===== src/rtl/gb_cpu_interrupt_ctrl.sv =====
// gb_cpu_interrupt_ctrl
//   IE/IF/IME storage, fixed-priority arbitration (bit 0 wins), ISR dispatch
//   request at instruction boundaries, EI one-instruction delay and the HALT
//   sleep/wake sequence including the HALT-bug pulse.
module gb_cpu_interrupt_ctrl #(
  parameter int          NUM_IRQ       = 5,
  parameter logic [15:0] VECTOR_BASE   = 16'h0040,
  parameter logic [15:0] VECTOR_STRIDE = 16'h0008
) (
  input  logic               clk,
  input  logic               rst_n,
  input  logic               m_tick_i,
  input  logic               instr_boundary_i,
  input  logic               enable_ints_i,
  input  logic               disable_ints_i,
  input  logic               write_vector_i,
  input  logic               clear_flag_i,
  input  logic               halt_req_i,
  input  logic               dispatch_ack_i,
  input  logic [NUM_IRQ-1:0] irq_src_i,
  input  logic               wr_if_i,
  input  logic               wr_ie_i,
  input  logic [7:0]         reg_wdata_i,
  output logic [7:0]         if_q_o,
  output logic [7:0]         ie_q_o,
  output logic               ime_o,
  output logic               int_pending_o,
  output logic               dispatch_req_o,
  output logic [15:0]        int_vector_o,
  output logic               halted_o,
  output logic               halt_bug_o
);

  localparam logic [1:0] ST_RUN      = 2'd0;
  localparam logic [1:0] ST_HALT     = 2'd1;
  localparam logic [1:0] ST_DISPATCH = 2'd2;

  logic [NUM_IRQ-1:0] if_q, if_d;
  logic [7:0]         ie_q, ie_d;
  logic               ime_q, ime_d;
  logic               ei_arm_q, ei_arm_d;
  logic [1:0]         state_q, state_d;
  logic [15:0]        vec_q, vec_d;
  logic               hbug_q, hbug_d;

  logic [NUM_IRQ-1:0] pend_vec;
  logic [NUM_IRQ-1:0] if_ld;
  logic [NUM_IRQ-1:0] clr_mask;
  logic [2:0]         pend_idx;
  logic               pend_found;
  logic               pending;
  logic               ime_eff;
  logic               take_disp;

  assign pend_vec = ie_q[NUM_IRQ-1:0] & if_q;
  assign pending  = |pend_vec;

  // An EI armed by an earlier tick becomes effective on this boundary tick, so
  // the instruction after EI can be followed directly by a dispatch.
  assign ime_eff   = ime_q | (ei_arm_q & instr_boundary_i);
  assign take_disp = m_tick_i & (state_q == ST_RUN) & instr_boundary_i & ime_eff & pending;

  // Priority encoder: lowest-index pending source (used for the vector)
  always_comb begin
    pend_idx   = 3'd0;
    pend_found = 1'b0;
    for (int i = 0; i < NUM_IRQ; i++) begin
      if (!pend_found && pend_vec[i]) begin
        pend_idx   = i[2:0];
        pend_found = 1'b1;
      end
    end
  end

  // IF next state: register write, then acknowledge-clear, then new requests
  always_comb begin
    if_ld    = if_q;
    clr_mask = '0;
    if (wr_if_i) if_ld = reg_wdata_i[NUM_IRQ-1:0];
    for (int i = NUM_IRQ - 1; i >= 0; i--) begin
      if (ie_q[i] && if_ld[i]) begin
        clr_mask    = '0;
        clr_mask[i] = 1'b1;
      end
    end
    if_d = if_ld;
    if (m_tick_i && clear_flag_i) if_d = if_ld & ~clr_mask;
    if_d = if_d | irq_src_i;
  end

  // IE next state: plain register, all 8 bits kept for readback
  always_comb begin
    ie_d = ie_q;
    if (wr_ie_i) ie_d = reg_wdata_i;
  end

  // IME / EI-arm next state; dispatch and DI both dominate EI
  always_comb begin
    ime_d    = ime_q;
    ei_arm_d = ei_arm_q;
    if (m_tick_i) begin
      if (take_disp || disable_ints_i) begin
        ime_d    = 1'b0;
        ei_arm_d = 1'b0;
      end else begin
        if (ei_arm_q && instr_boundary_i) begin
          ime_d    = 1'b1;
          ei_arm_d = 1'b0;
        end
        if (enable_ints_i && !ime_q) ei_arm_d = 1'b1;
      end
    end
  end

  // Vector latch: 0 when nothing is pending (e.g. IE cleared mid-dispatch)
  always_comb begin
    vec_d = vec_q;
    if (m_tick_i && write_vector_i) begin
      if (pend_found) vec_d = VECTOR_BASE + VECTOR_STRIDE * {13'd0, pend_idx};
      else            vec_d = 16'h0000;
    end
  end

  // Sequencer: RUN / HALT / DISPATCH and the HALT-bug pulse
  always_comb begin
    state_d = state_q;
    hbug_d  = 1'b0;
    case (state_q)
      ST_RUN: begin
        if (take_disp) begin
          state_d = ST_DISPATCH;
        end else if (m_tick_i && halt_req_i) begin
          if (!pending)    state_d = ST_HALT;
          else if (!ime_q) hbug_d  = 1'b1;
        end
      end
      ST_HALT: begin
        // wake is not gated by m_tick or IME
        if (pending) state_d = ST_RUN;
      end
      ST_DISPATCH: begin
        if (dispatch_ack_i) state_d = ST_RUN;
      end
      default: state_d = ST_RUN;
    endcase
  end

  // State registers
  always_ff @(posedge clk or negedge rst_n) begin
    if (!rst_n) begin
      if_q     <= '0;
      ie_q     <= '0;
      ime_q    <= 1'b0;
      ei_arm_q <= 1'b0;
      state_q  <= ST_RUN;
      vec_q    <= 16'h0000;
      hbug_q   <= 1'b0;
    end else begin
      if_q     <= if_d;
      ie_q     <= ie_d;
      ime_q    <= ime_d;
      ei_arm_q <= ei_arm_d;
      state_q  <= state_d;
      vec_q    <= vec_d;
      hbug_q   <= hbug_d;
    end
  end

  // Output mapping; unused IF bits read as 1
  always_comb begin
    if_q_o              = 8'hFF;
    if_q_o[NUM_IRQ-1:0] = if_q;
  end

  assign ie_q_o         = ie_q;
  assign ime_o          = ime_q;
  assign int_pending_o  = pending;
  assign dispatch_req_o = (state_q == ST_DISPATCH);
  assign int_vector_o   = vec_q;
  assign halted_o       = (state_q == ST_HALT);
  assign halt_bug_o     = hbug_q;

endmodule


===== config.mk =====
export PLATFORM = sky130hd
export DESIGN_NAME = gb_cpu_interrupt_ctrl
export DESIGN_NICKNAME = d
export VERILOG_FILES = /design/src/rtl/gb_cpu_interrupt_ctrl.sv
export SDC_FILE = /design/constraint.sdc
export NUM_CORES = 1
export LEC_CHECK = 0
export BUFFER_PORTS_ARGS = -buffer_cell sky130_fd_sc_hd__buf_2
export CORE_UTILIZATION = 47
export DETAILED_ROUTE_END_ITERATION = 7
export PLACE_DENSITY = 0.83
export SETUP_SLACK_MARGIN = 0.2
export SKIP_LAST_GASP = 1
export SLEW_MARGIN = 20
export SYNTH_ARGS = -nofsm -noshare
export SYNTH_HDL_FRONTEND = slang
export SYNTH_SLANG_ARGS = --single-unit

===== constraint.sdc =====
create_clock -name clk -period 2.37 [get_ports clk]
set_input_delay 0.237 -clock clk [delete_from_list [all_inputs] [get_ports clk]]
set_output_delay 0.237 -clock clk [all_outputs]
set_load 0.005 [all_outputs]

==> reports/qor.txt <==
Status -> finished, final reports clean
Initial antenna violation count -> 0
DRC -> 0
Synth Area in Adders -> 0%
Placed cells -> 178
Warnings, synthesis -> 0
WL final -> 2.41 mm
Xor/xnor share of the synthesized area -> 0%
Most used DFF post-synth -> dfrtp_1
Unrepaired setup endpoints after global routing -> false
Highest-count cells in the layout ignoring fill and taps -> buf_2, dfrtp_1, conb_1, mux2_2, nand2_1
Number of cell rows -> 17
EDFF count, synth -> 0
CTS Buf Count -> 3
Die H -> 51.7 um
Gate Count Post-Synth -> 108
ANT cells -> 0
IO Count -> 62
Largest net degree at the start of global routing -> 23
Cell Area, Synth -> 0.00116 mm^2
Non-Filler Instances -> 183
Clock-pin slew on the worst setup and hold paths -> 110 ps
Worst skew pair latency -> 300 ps
Final net count -> 181
Core area -> 0.00228 mm^2
Synth Area in Simple Gates -> 11.9%
CTS sink cnt -> 22
Antenna-violating nets left -> 0
Drt first-iter violations -> 12
P_leak -> 0.702 nW
Period utilisation layout -> 76.7%
Root buf cell -> clkbuf_4
Area occupied by multi-input gates -> 528 um^2
Maximum vdd drop -> 0.446 mV
CP bufs+invs -> 2
Crit. path cell count -> 4
I/O Buffers -> 46
CTS tree -> done
GP Congestion -> 0.812
H-Tree Depth -> 1
CP Launch Type -> register
Horiz. Die Dim -> 51.7 um
Cell Chain, Critical Path -> a22oi_1 -> and3_2 -> inv_1 -> buf_2
Worst Hold Class -> in2reg
Reg area -> 551 um^2
Most common cell after layout, fill and taps aside -> buf_2
Cells on worst reg2reg path -> 4
Initial Util -> 51.0%
Syn Area/Cell -> 10.8 um^2
Wire length per cell -> 13.2 um
Delay-heaviest family, CP -> flip-flops
Fill cells -> 214
CTS Buffer Depth -> 2
Die Area -> 0.00267 mm^2
Post-synthesis sequential area ratio -> 47.4%
CP max FO -> 6
Final setup viols -> 0
Fraction of layout cells with a size suffix above 1 -> 44.5%
Final Critical Period -> 1820 ps
GR Overflow Total -> 0
Setup TNS -> 0 ps
Crit path DAT -> 1580 ps
Critical Path RT -> 2130 ps
Crit path max-delay cell type -> dfrtp_1
Power per cell area -> 594 mW/mm^2
GRT Util Overall -> 20.0%
Synth Area in Compound Gates -> 16.2%
Hold depth -> 2
Hpwl dp -> 1.91 mm
Post-synthesis cell type count -> 31
Hold Vio Cnt, Final -> 0
Slew Viols, Final -> 0
Flops & latches, synth -> 22
Max-cap viol count -> 0
Mux contribution to synthesized area -> 12.6%
First-pass GRT wire length -> 3.97 mm
Area grow syn2layout -> 20.7%
Vias in the first global route -> 935
Critical Path End Type -> output pin
Main combinational cell family by area after synthesis -> compound AO/OA/AOI/OAI gates
Slowest stage delay, CP -> 450 ps
Fin Clk Skew -> 2.60 ps
Via-per-instance ratio -> 5.23
Total number of vias -> 957
F_max -> 0.550 GHz
Post-synth ARST share -> 100%
First drt pass iteration count -> 4
Critical path class -> reg2out
==> per-stage QoR <==
step           worst slack (ps)  hold slack (ps)  util (%)  power [W]  area, um^2
6_report                    553              109      61.6   0.000832        1400
5_1_grt                     470              104      61.6   0.000883        1400
4_1_cts                     536             99.6      61.6   0.000841        1400
2_1_floorplan              1050            -58.6         -   0.000566        1210
3_5_place_dp                899              224      59.5   0.000637        1360
3_3_place_gp                960              220      59.5   0.000628        1360
==> path summary, 6_finish.rpt <==
kind                                       from         endpoint  slack (ps)
worst max-delay path                  ie_q_o[1]    int_pending_o         550
worst min-delay path               irq_src_i[3]          if_q[3]         110
min in group asynchronous                 rst_n            ime_o         410
worst min register to register  int_vector_o[4]  int_vector_o[4]         490
max in group asynchronous                 rst_n        ie_q_o[3]        1630
worst max register to register        ie_q_o[1]            ime_o         900
==> sequential cells by signal (all words and copies together) (netlist names) <==
signal	flops
ime_o	1
halt_bug_o	1
ie_q_o	8
state_q	2
int_vector_o	4
ei_arm_q	1
if_q	5
==> cells by family after synthesis <==
group | Yosys count
compound gates | 25
buf+inv | 20
flops | 22
mux | 13
other cells | 2
simple gates | 26
==> report_power, final <==
| group | internal [W] | switching (W) |
|---|---|---|
| clock network | 0.0000937 | 0.000108 |
| logic | 0.0000938 | 0.0000874 |
| registers | 0.000413 | 0.0000359 |
==> repair_timing <==
action	CTS	global route
hold buffers	1	0
setup buffers	0	0
hold endpoints to repair	22	0
setup endpoints to repair	0	0
gates resized for setup	0	0
==> routing by layer <==
metal	routed length, um	part of all wire [%]	GRT usage (%)	vias to the layer above
li1	-	-	-	453
met1	1000	42	22.7	457
met2	1230	51	37.7	47
met3	181	7.5	5.56	0
met4	0	0	2.70	0
met5	0	0	0	-
==> synthesized netlist by cell type, types with 2 or more instances <==
cell type | number | area share [%]
nand4_1 | 2 | 1.1
nand2_1 | 10 | 3.2
clkbuf_1 | 2 | 0.65
conb_1 | 2 | 0.65
nor2_1 | 2 | 0.65
o22ai_1 | 2 | 1.1
a21o_1 | 5 | 3.2
buf_4 | 15 | 9.7
nor2b_1 | 2 | 1.1
mux2_2 | 13 | 13
a21oi_1 | 5 | 2.2
a32o_1 | 2 | 1.7
nand3_1 | 2 | 0.86
and3_2 | 2 | 1.3
inv_1 | 3 | 0.97
o21ai_0 | 3 | 1.3
dfrtp_1 | 22 | 47
==> final cells by class <==
type                    count  share of cell area [%]
clock buffers               4                    2.59
repair buffers             47                    17.1
multi-input cells          79                    37.7
well taps                  28                    2.50
flip-flops and latches     22                    39.3
inverters                   3                   0.804
Power figures use the tool's default switching activity.
